`config.mk`:
```
export PLATFORM = sky130hd
export DESIGN_NAME = cv32e40p_fpu_wb_tracker
export DESIGN_NICKNAME = d
export VERILOG_FILES = /design/src/rtl/cv32e40p_fpu_wb_tracker.sv
export SDC_FILE = /design/constraint.sdc
export NUM_CORES = 1
export LEC_CHECK = 0
export BUFFER_PORTS_ARGS = -buffer_cell sky130_fd_sc_hd__buf_2
export CORE_MARGIN = 1
export CORE_UTILIZATION = 47
export DETAILED_ROUTE_END_ITERATION = 8
export PLACE_DENSITY_LB_ADDON = 0.25
export SETUP_SLACK_MARGIN = 0.05
export SYNTH_ARGS = -nofsm -noshare
export SYNTH_HDL_FRONTEND = slang
export SYNTH_SLANG_ARGS = --single-unit
```
`constraint.sdc`:
```
create_clock -name clk -period 1.5 [get_ports clk]
set_input_delay 0.3 -clock clk [delete_from_list [all_inputs] [get_ports clk]]
set_output_delay 0.3 -clock clk [all_outputs]
set_load 0.05 [all_outputs]
```
`src/rtl/cv32e40p_fpu_wb_tracker.sv`:
```
// Issue-side tracker for the fixed-latency FPU: a shift register of in-flight ops
// that schedules writebacks, rejects slot/WAW collisions and flags RAW hazards.
module cv32e40p_fpu_wb_tracker #(
  parameter int FPU_ADDMUL_LAT = 2,
  parameter int FPU_OTHERS_LAT = 2,
  parameter int ZFINX          = 0
) (
  input  logic            clk,
  input  logic            rst_n,
  input  logic            issue_valid_i,
  output logic            issue_ready_o,
  input  logic            issue_addmul_i,
  input  logic            issue_we_i,
  input  logic [5:0]      issue_waddr_i,
  input  logic [2:0][5:0] rs_addr_i,
  input  logic [2:0]      rs_en_i,
  output logic            hazard_o,
  output logic            wb_valid_o,
  output logic [5:0]      wb_waddr_o,
  output logic [2:0]      outstanding_o
);

  localparam int D = ((FPU_ADDMUL_LAT > FPU_OTHERS_LAT) ? FPU_ADDMUL_LAT : FPU_OTHERS_LAT) + 1;

  logic [D-1:0] vld_q, vld_d;
  logic [D-1:0] we_q, we_d;
  logic [5:0]   addr_q [D];
  logic [5:0]   addr_d [D];

  logic [2:0] lat;
  logic [5:0] waddr_n;
  logic       slot_busy;
  logic       waw;
  logic       hazard;
  logic [2:0] cnt;
  logic       accept;

  // With Zfinx all operands live in the integer file, so the FP-file bit is dropped
  function automatic logic [5:0] norm_addr(input logic [5:0] a);
    return (ZFINX != 0) ? {1'b0, a[4:0]} : a;
  endfunction

  always_comb begin
    lat       = issue_addmul_i ? 3'(FPU_ADDMUL_LAT) : 3'(FPU_OTHERS_LAT);
    waddr_n   = norm_addr(issue_waddr_i);
    slot_busy = 1'b0;
    waw       = 1'b0;
    hazard    = 1'b0;
    cnt       = '0;
    for (int k = 0; k < D; k++) begin
      if (vld_q[k]) cnt = cnt + 3'd1;
      // the entry in s[L+1] lands in s[L] next cycle, colliding with this issue
      if (k == int'(lat) + 1) slot_busy = vld_q[k];
      if (issue_we_i && vld_q[k] && we_q[k] && (addr_q[k] == waddr_n)) waw = 1'b1;
      for (int j = 0; j < 3; j++) begin
        if (rs_en_i[j] && vld_q[k] && we_q[k] && (addr_q[k] == norm_addr(rs_addr_i[j])))
          hazard = 1'b1;
      end
    end
  end

  assign issue_ready_o = !slot_busy && !waw;
  assign accept        = issue_valid_i && issue_ready_o;

  always_comb begin
    for (int k = 0; k < D - 1; k++) begin
      vld_d[k]  = vld_q[k+1];
      we_d[k]   = we_q[k+1];
      addr_d[k] = addr_q[k+1];
    end
    vld_d[D-1]  = 1'b0;
    we_d[D-1]   = 1'b0;
    addr_d[D-1] = '0;
    if (accept) begin
      for (int k = 0; k < D; k++) begin
        if (k == int'(lat)) begin
          vld_d[k]  = 1'b1;
          we_d[k]   = issue_we_i;
          addr_d[k] = waddr_n;
        end
      end
    end
  end

  always_ff @(posedge clk or negedge rst_n) begin
    if (!rst_n) begin
      vld_q <= '0;
      we_q  <= '0;
      for (int k = 0; k < D; k++) addr_q[k] <= '0;
    end else begin
      vld_q  <= vld_d;
      we_q   <= we_d;
      addr_q <= addr_d;
    end
  end

  assign wb_valid_o    = vld_q[0] && we_q[0];
  assign wb_waddr_o    = addr_q[0];
  assign hazard_o      = hazard;
  assign outstanding_o = cnt;

endmodule
```
== Word-level counts from Yosys, hierarchy flattened ==
Index checks and enable logic that the tools add are counted.

* Register bits after elaboration: 24
* Bits of input ports: 32
* Output and inout port bits: 12

* Add/subtract/negate cells: 2
* Equal/unequal tests: 12
* Mux-type cells: 18
* Reduce and logical (&&, ||, !) cells: 39

{| class="wikitable"
|+ Operator list
! cell !! count
|-
| 6-bit equality test || 12
|-
| 1-bit logical AND || 38
|-
| 1-bit 2-to-1 mux || 13
|-
| 3-bit 2-to-1 mux || 3
|-
| 6-bit 2-to-1 mux || 1
|-
| 3-bit by 1-bit adder with 3-bit output (second input constant) || 1
|-
| 1-bit by 1-bit adder with 2-bit output (second input constant) || 1
|-
| 2-bit 2-to-1 mux || 1
|-
| 1-bit zero test || 1
|}

== Logic depth before layout (Yosys ltp) ==
Gate-level depths: netlist (run 1).

* Word-level depth: 12
* Mapped depth: 6
* Mapped depth without buffers: 5

== Least setup slack after synthesis (run 1) ==
No wires, ideal clock.

* Kind: reg2reg
* Start point: register vld_q[0]
* End point: register vld_q[2]
* Library setup time: 68 ps
* Data arrival time: 2162 ps
* Required time: 1432 ps
* Slack: -730 ps
* Cell stages (with the launch flop): 7
* Path buffers: 1
* Period minus slack after synthesis: 2230 ps
* Cell sequence: dfrtp_1 -> and2_1 -> clkbuf_1 -> nand3_1 -> nor4_2 -> nor3_2 -> and2_2

* Longest elaborated chain between the ends: 9

{| class="wikitable"
|+ Ends and longest elaborated chain
! item !! line !! text
|-
| start: declaration || 25 || <nowiki>logic [D-1:0] vld_q, vld_d;</nowiki>
|-
| start signal: assignment || 91 || <nowiki>vld_q <= vld_d;</nowiki>
|-
| 1-bit logical AND (3 in a row) || 54 || <nowiki>if (issue_we_i && vld_q[k] && we_q[k] && (addr_q[k] == waddr_n)) waw = 1'b1;</nowiki>
|-
| 1-bit 2-to-1 mux (3 in a row) || 54 ||
|-
| 1-bit zero test || 62 || <nowiki>assign issue_ready_o = !slot_busy && !waw;</nowiki>
|-
| via issue_ready_o || 11 || <nowiki>output logic issue_ready_o,</nowiki>
|-
| 1-bit logical AND || 63 || <nowiki>assign accept = issue_valid_i && issue_ready_o;</nowiki>
|-
| via accept || 36 || <nowiki>logic accept;</nowiki>
|-
| 3-bit 2-to-1 mux || 74 || <nowiki>if (accept) begin</nowiki>
|}

The timed path passes the listed nets, and every way through them passes these cells.

== Worst setup path after layout (run 1) ==
* Start point: register addr_q[5] in the netlist's numbering
* End point: output hazard_o

* Longest elaborated chain between the ends: 5

{| class="wikitable"
|+ Ends and longest elaborated chain
! item !! line !! text
|-
| start: declaration || 27 || <nowiki>logic [5:0] addr_q [D];</nowiki>
|-
| start signal: assignment || 93 || <nowiki>addr_q <= addr_d;</nowiki>
|-
| 6-bit equality test || 56 || <nowiki>if (rs_en_i[j] && vld_q[k] && we_q[k] && (addr_q[k] == norm_addr(rs_addr_i[j])))</nowiki>
|-
| 1-bit logical AND || 56 ||
|-
| 1-bit 2-to-1 mux (2 in a row) || 56 ||
|-
| 1-bit 2-to-1 mux * || 56 ||
|-
| end: declaration || 17 || <nowiki>output logic hazard_o,</nowiki>
|}

Mark *: on every way between the ends. The rest lies on a longest branch, timed or not.

==> summary.md, run 1 <==
| Metric | Value |
|---|---|
| Layout filler cell count | 200 |
| Area leader, netlist | dfrtp_1 |
| RePlAce Congestion | 0.8748 |
| Met2 Use GR | 0.4976 |
| Count of different cell masters after synthesis | 19 |
| Mapped cell area | approximately 0.0016 mm² |
| CP arrival | 1.85 ns |
| Yosys reg bits | 24 |
| # DRC | 0 |
| Layout cells sized above 1 | 0.5754 |
| Global-route track usage on met3 | 0.02132 |
| Die Width | 60.65 µm |
| Synth Area in Simple Gates | 0.1873 |
| Main combinational cell family by area after synthesis | XOR/XNOR gates |
| DR WL/cell | around 18 µm |
| First DRT Iteration DRCs | ~110 |
| Row cnt | 20 |
| Post-route minimum period | 2.154 ns |
| Gr ovfl total | 0 |
| Total chip power | 1.695 mW |
| Global-route wire length before repair | 7728 µm |
| Hold path startpoint | issue_waddr_i[4] |
| Initial antenna violation count | 0 |
| Startpoint types | flop |
| PortBufs | 42 |
| Ant. Diodes | 0 |
| H-tree Lvls | 1 |
| Synthesized net count | 193 |
| Synth Area in XOR/XNOR | 0.3955 |
| Status | finished with violations |
| FF-to-FF Start | addr_q[3] |
| Hold Path End | addr_q[4] |
| Synth Instances | 159 |
| Total of max-cap violations | 0 |
| Clk Latency, worst-skew pair | 0.32 ns |
| CTS Buf Count | 3 |
| Flop2flop setup slack | -0.26 ns |
| Req. time, crit path | 1.20 ns |
| Global-route usage over all layers | 0.3006 |
| Clock Tree Root | clkbuf_4 |
| Worst setup EP type | primary output |
| IO Count | 44 |
| ANT nets after route | 0 |
| 1st-pass router iterations | 4 |
| Die H | about 60 µm |
| Endpoints failing setup | 13 |
| Slew Viols, Final | 0 |
| Syn-to-layout area delta | 60.29% |
| Mux contribution to synthesized area | 0.006192 |
| R2r worst-path depth | 7 |
| Compound-Gate Fraction of Synth Area | 0 |
| Final worst setup slack | -0.6543 ns |
| Average cell area after synthesis | 10.17 µm² |
| Post-DP HPWL | 3756 µm |
| Most frequent cells in the layout | buf_4 (48), xnor2_1 (38), buf_2 (33) |
| P_leak | 1.150 nW |
| Largest net degree at the start of global routing | 25 |
| Worst-path maximum fanout | 5 |
| Max VDD drop | 624.4 µV |
| Met1 usage | 0.3837 |
| CTS tree | yes |
| Drt via density | about 5.4 |
| Kind of critical path | reg2out |
| Vias in the first global route | 1643 |
| Core area | 0.003153 mm² |
| Vias | 1588 |
| WHS Path Cells | 2 |
| Most common cell after layout, fill and taps aside | buf_4 |
| Final Util | 0.8218 |
| Failing checks | negative setup slack |
| Post-layout nets | 287 |
| Post-Route Skew | 0.01194 ns |
| Starting Density | 0.5127 |
| Pwr/cell area | 654.2 mW/mm² |
| Largest cells by area after synthesis | dfrtp_1 (37%), xnor2_1 (25%), xor2_1 (15%) |
| RSZ-0062 raised after global routing | yes |
| Die area | 0.003678 mm² |
| Sequential share of the synthesized area | 0.3715 |
| Hold Violations, Final | 0 |
| DRT Wirelength | roughly 5300 µm |
| Synth top area share | 0.3715 |
| Max Buffers Root-to-Sink | 2 |
| Hold/Removal Path Class | in2reg |
| FMAX | 0.4642 GHz |
| Reg clk slew, reported paths | about 0.14 ns |
| CTS sink count | 24 |
| Reg-to-reg endpoint | addr_q[1] |
| Grt peak-use layer | met2 |
| Post-Synth Adder-Cell Area | 0.01548 |
| Final worst path period share | 1.436 |
| Yosys warns | 0 |
| Rel. slew slack | 0.6496 |
| Worst Tran Pin Value | between 0.5 and 0.6 ns |
## timing repair
| action | 4_1_cts | 5_1_grt |
|---|---|---|
| buffers inserted | 8 | 1 |
| hold endpoints to repair | 24 | 0 |
| pin swaps | 12 | 6 |
| gates resized for setup | 38 | 25 |
| endpoints found under the setup margin | 14 | 17 |
| hold buffers | 1 | 0 |
## cells in the mapped netlist
| library cell | number |
|---|---|
| and2_1 | 1 |
| ha_1 | 2 |
| buf_2 | 1 |
| nor4_1 | 12 |
| and3_1 | 8 |
| nand2_1 | 1 |
| xnor2_1 | 46 |
| clkbuf_1 | 2 |
| nor4_2 | 1 |
| xor2_1 | 27 |
| dfrtp_1 | 24 |
| nor3_1 | 1 |
| clkbuf_2 | 3 |
| mux2i_1 | 1 |
| and2_2 | 1 |
| nand3_1 | 14 |
| nor3_2 | 1 |
| nand4_1 | 10 |
| inv_1 | 3 |
## how the worst max path moves through the flow
stage	to	startpoint
floorplan	hazard_o	wb_waddr_o[0]
global placement	hazard_o	addr_q[7]
finish	hazard_o	addr_q[5]
CTS	hazard_o	addr_q[8]
detailed placement	hazard_o	addr_q[3]
global route	issue_ready_o	addr_q[3]
## flip-flops by register name, indices dropped and copies added (netlist names)
name / cells
we_q: 3
addr_q: 12
wb_waddr_o: 6
vld_q: 3
## area by class of cell
class,count,area (µm²),area share
timing repair buffer,95,690.7,0.2665
multi-input combinational,126,1175,0.4534
tap,44,55.05,0.02125
inverter,3,13.76,0.005311
sequential,24,620.6,0.2395
clock buffer,4,36.28,0.01400
## cells by family after synthesis
logic type,count (synthesis)
xor gates and xnor gates,73
and+or+nand+nor,50
DFF,24
buffers and inverters,9
adders and majority gates,2
muxes,1
## through the flow
| stage | hold WS [ns] | setup TNS [ns] | instances | cell area, µm² | setup slack (ns) |
|---|---|---|---|---|---|
| 3_5_place_dp | 0.3050 | -2.886 | 283 | 2220 | -0.3495 |
| 4_1_cts | 0.2708 | -3.561 | 295 | 2479 | -0.5668 |
| 6_report | 0.2730 | -3.953 | 296 | 2591 | -0.6543 |
| 2_1_floorplan | 0.004409 | -2.368 | 159 | 1662 | -0.3553 |
| 5_1_grt | 0.2696 | -5.355 | 296 | 2591 | -0.7145 |
| 3_3_place_gp | 0.2930 | -2.553 | 283 | 2220 | -0.3158 |
## metal layers
metal | up-vias | routed length (µm)
met1 | 769 | 2156
met3 | 18 | 222
met4 | 0 | 225
met2 | 72 | 2648
met5 | - | 0
li1 | 729 | -
## critical path, stage by stage (launching register included)
cell and delay, ns:
dfrtp_2 0.48, buf_6 0.14, xor2_2 0.18, nor4_1 0.07, nor3_1 0.31, nand4_1 0.17, buf_6 0.18
## power by group
part	internal (mW)	leakage, nW	switching [mW]
Combinational	0.302	0.845	0.306
Sequential	0.684	0.285	0.0619
Clock	0.148	0.0210	0.193
Note: power is estimated with default switching activity, not from simulation.
==> run 2, diff against run 1 <==
- GPL_TIMING_DRIVEN: not set -> 0
==> summary.md, run 2 (synthesis gave the netlist of run 1 again) <==
| Metric | Value |
|---|---|
| First DRT Iteration DRCs | 65 (was 107) |
| Post-layout nets | 255 (was 287) |
| Post-route minimum period | 2.124 ns (was 2.154 ns) |
| DRT Wirelength | 4613 µm (was 5253 µm) |
| Syn-to-layout area delta | 48.45% (was 60.29%) |
| 1st-pass router iterations | 4 (unchanged) |
| RSZ-0062 raised after global routing | yes (unchanged) |
| Die Width | 60.65 µm (unchanged) |
| ANT nets after route | 0 (unchanged) |
| Endpoints failing setup | 13 (unchanged) |
| FF-to-FF Start | addr_q[11] (was addr_q[3]) |
| Max layer used | met4 (unchanged) |
| Global-route usage over all layers | 0.2666 (was 0.3006) |
| Area of the multi-input gates | 0.001225 mm² (was 0.001175 mm²) |
| Max Buffers Root-to-Sink | 2 (unchanged) |
| Kind of critical path | reg2out (unchanged) |
| Met2 wire length | 2448 µm (was 2648 µm) |
| CTS tree | yes (unchanged) |
| Setup crit end | hazard_o (unchanged) |
| Psw | 535.5 µW (was 560.7 µW) |
| Pre-CTS setup slack | -0.5326 ns (was -0.3495 ns) |
| Most frequent cells in the layout | xnor2_1 (38), buf_2 (36), xor2_1 (26) (was buf_4 (48), xnor2_1 (38), buf_2 (33)) |
| Post-DP HPWL | 3360 µm (was 3756 µm) |
| Reg clk slew, reported paths | 0.12 ns (was 0.14 ns) |
| Reg-to-reg endpoint | we_q[2] (was addr_q[1]) |
| Starting Density | 0.5127 (unchanged) |
| Layout cells sized above 1 | 0.5227 (was 0.5754) |
| Clock share of power | 0.205 (was 0.202) |
| Routed wl met3 | 201 µm (was 222 µm) |
| Vias in the first global route | 1431 (was 1643) |
| IO Count | 44 (unchanged) |
| Die area | 0.003678 mm² (unchanged) |
| Req. time, crit path | 1.20 ns (about the same) |
| Ant. Diodes | 0 (unchanged) |
| Total of max-cap violations | 0 (unchanged) |
| Hold path startpoint | issue_we_i (was issue_waddr_i[4]) |
| Clk Latency, worst-skew pair | 0.31 ns (was 0.32 ns) |
| WHS | 0.2838 ns (was 0.2730 ns) |
| Flop2flop setup slack | -0.34 ns (was -0.26 ns) |
| Max VDD drop | 662.9 µV (was 624.4 µV) |
| Worst Tran Pin Value | 0.4983 ns (was 0.5256 ns) |
| Worst-path maximum fanout | 4 (was 5) |
| Row cnt | 20 (unchanged) |
| P_leak | 0.9997 nW (was 1.150 nW) |
| Die H | 60.65 µm (unchanged) |
| Gr ovfl total | 0 (unchanged) |
| Pwr/cell area | 676.8 mW/mm² (was 654.2 mW/mm²) |
| Hold Violations, Final | 0 (unchanged) |
| Largest net degree at the start of global routing | 25 (unchanged) |
| DR WL/cell | 17.47 µm (was 17.75 µm) |
| Failing checks | negative setup slack (unchanged) |
| Proportion of power drawn by combinational gates | 0.343 (was 0.358) |
| Met1 wire length | 1843 µm (was 2156 µm) |
| CP arrival | 1.82 ns (was 1.85 ns) |
| Rel. slew slack | 0.6678 (was 0.6496) |
| Core area | 0.003153 mm² (unchanged) |
| Final worst path period share | 1.416 (was 1.436) |
| Most common cell after layout, fill and taps aside | xnor2_1 (was buf_4) |
| Crit path from | addr_q[3] (was addr_q[5]) |
| Slew Viols, Final | 0 (unchanged) |
| Startpoint types | flop (unchanged) |
| Number of flip-flops in the largest register | 12 (unchanged) |
| Global-route wire length before repair | 6893 µm (was 7728 µm) |
| RePlAce Congestion | 0.8900 (was 0.8748) |
| Register area | 616.8 µm² (was 620.6 µm²) |
| CTS Buf Count | 3 (unchanged) |
| Switching Share | 0.3297 (was 0.3308) |
| FMAX | 0.4708 GHz (was 0.4642 GHz) |
| Biggest register | addr_q (unchanged) |
| Final worst setup slack | -0.6243 ns (was -0.6543 ns) |
| # DRC | 0 (unchanged) |
| Initial antenna violation count | 0 (unchanged) |
| Int Pwr | 1.089 mW (was 1.134 mW) |
| Hold/Removal Path Class | in2reg (unchanged) |
| Layout filler cell count | 222 (was 200) |
| Drt via density | 5.428 (was 5.365) |
| Vias | 1433 (was 1588) |
| Status | finished with violations (unchanged) |
| Post-Route Skew | 0.003373 ns (was 0.01194 ns) |
| R2r worst-path depth | 7 (unchanged) |
| H-tree Lvls | 1 (unchanged) |
| Clock Tree Root | clkbuf_4 (unchanged) |
| Reg power frac | 0.451 (was 0.440) |
| PortBufs | 42 (unchanged) |
| Worst setup EP type | primary output (unchanged) |
| CTS sink count | 24 (unchanged) |
run 2: what timing repair did:
item                                    4_1_cts  5_1_grt
hold endpoints to repair                     24        0
gates resized for setup                      49       29
pin swaps                                    18       14
hold buffers                                  1        0
endpoints found under the setup margin       14       13
buffers inserted                              7        9
run 2: power groups by stage:
stage | logic (mW) | registers (mW) | clock network, mW
floorplan | 0.245 | 0.764 | 0
global placement | 0.407 | 0.748 | 0
detailed placement | 0.420 | 0.750 | 0
CTS | 0.510 | 0.731 | 0.344
global route | 0.591 | 0.738 | 0.362
finish | 0.558 | 0.733 | 0.333
run 2: final cells by class:
type	instances	share of cell area
Timing Repair Buffer	58	0.1653
Multi-Input combinational cell	126	0.5104
Inverter	3	0.005735
Sequential cell	24	0.2570
Buffer	5	0.02346
Tap cell	44	0.02294
Clock buffer	4	0.01512
run 2: worst min path at each step:
stage | slack [ns] | depth (start not counted) | endpoint
2_1_floorplan | 0.004 | 0 | addr_q[0]
4_1_cts | 0.26 | 2 | we_q[2]
5_1_grt | 0.27 | 2 | we_q[2]
6_report | 0.28 | 2 | we_q[2]
3_5_place_dp | 0.30 | 1 | addr_q[2]
3_3_place_gp | 0.28 | 1 | vld_q[2]
run 2: stage by stage:
| step | util | area [µm²] | cells | power (mW) | TNS [ns] |
|---|---|---|---|---|---|
| 6_report | 0.7611 | 2400 | 264 | 1.624 | -3.721 |
| 2_1_floorplan | - | 1662 | 159 | 1.009 | -2.368 |
| 4_1_cts | 0.7075 | 2231 | 256 | 1.585 | -2.000 |
| 5_1_grt | 0.7611 | 2400 | 264 | 1.692 | -4.175 |
| 3_5_place_dp | 0.6111 | 1927 | 245 | 1.169 | -3.847 |
| 3_3_place_gp | 0.6111 | 1927 | 245 | 1.156 | -3.068 |
run 2: critical path, stage by stage (launching register included):
cell and delay (ns):
dfrtp_1 0.42, buf_8 0.15, xnor2_2 0.12, nand4_1 0.12, nor4_2 0.31, nor4_1 0.09, nand4_1 0.12, buf_6 0.17
run 2: routing by layer:
layer / up-vias / global-route usage
li1: 669 / -
met1: 698 / 0.3452
met2: 56 / 0.4615
met3: 10 / 0.01919
met4: 0 / 0.1136
met5: - / 0
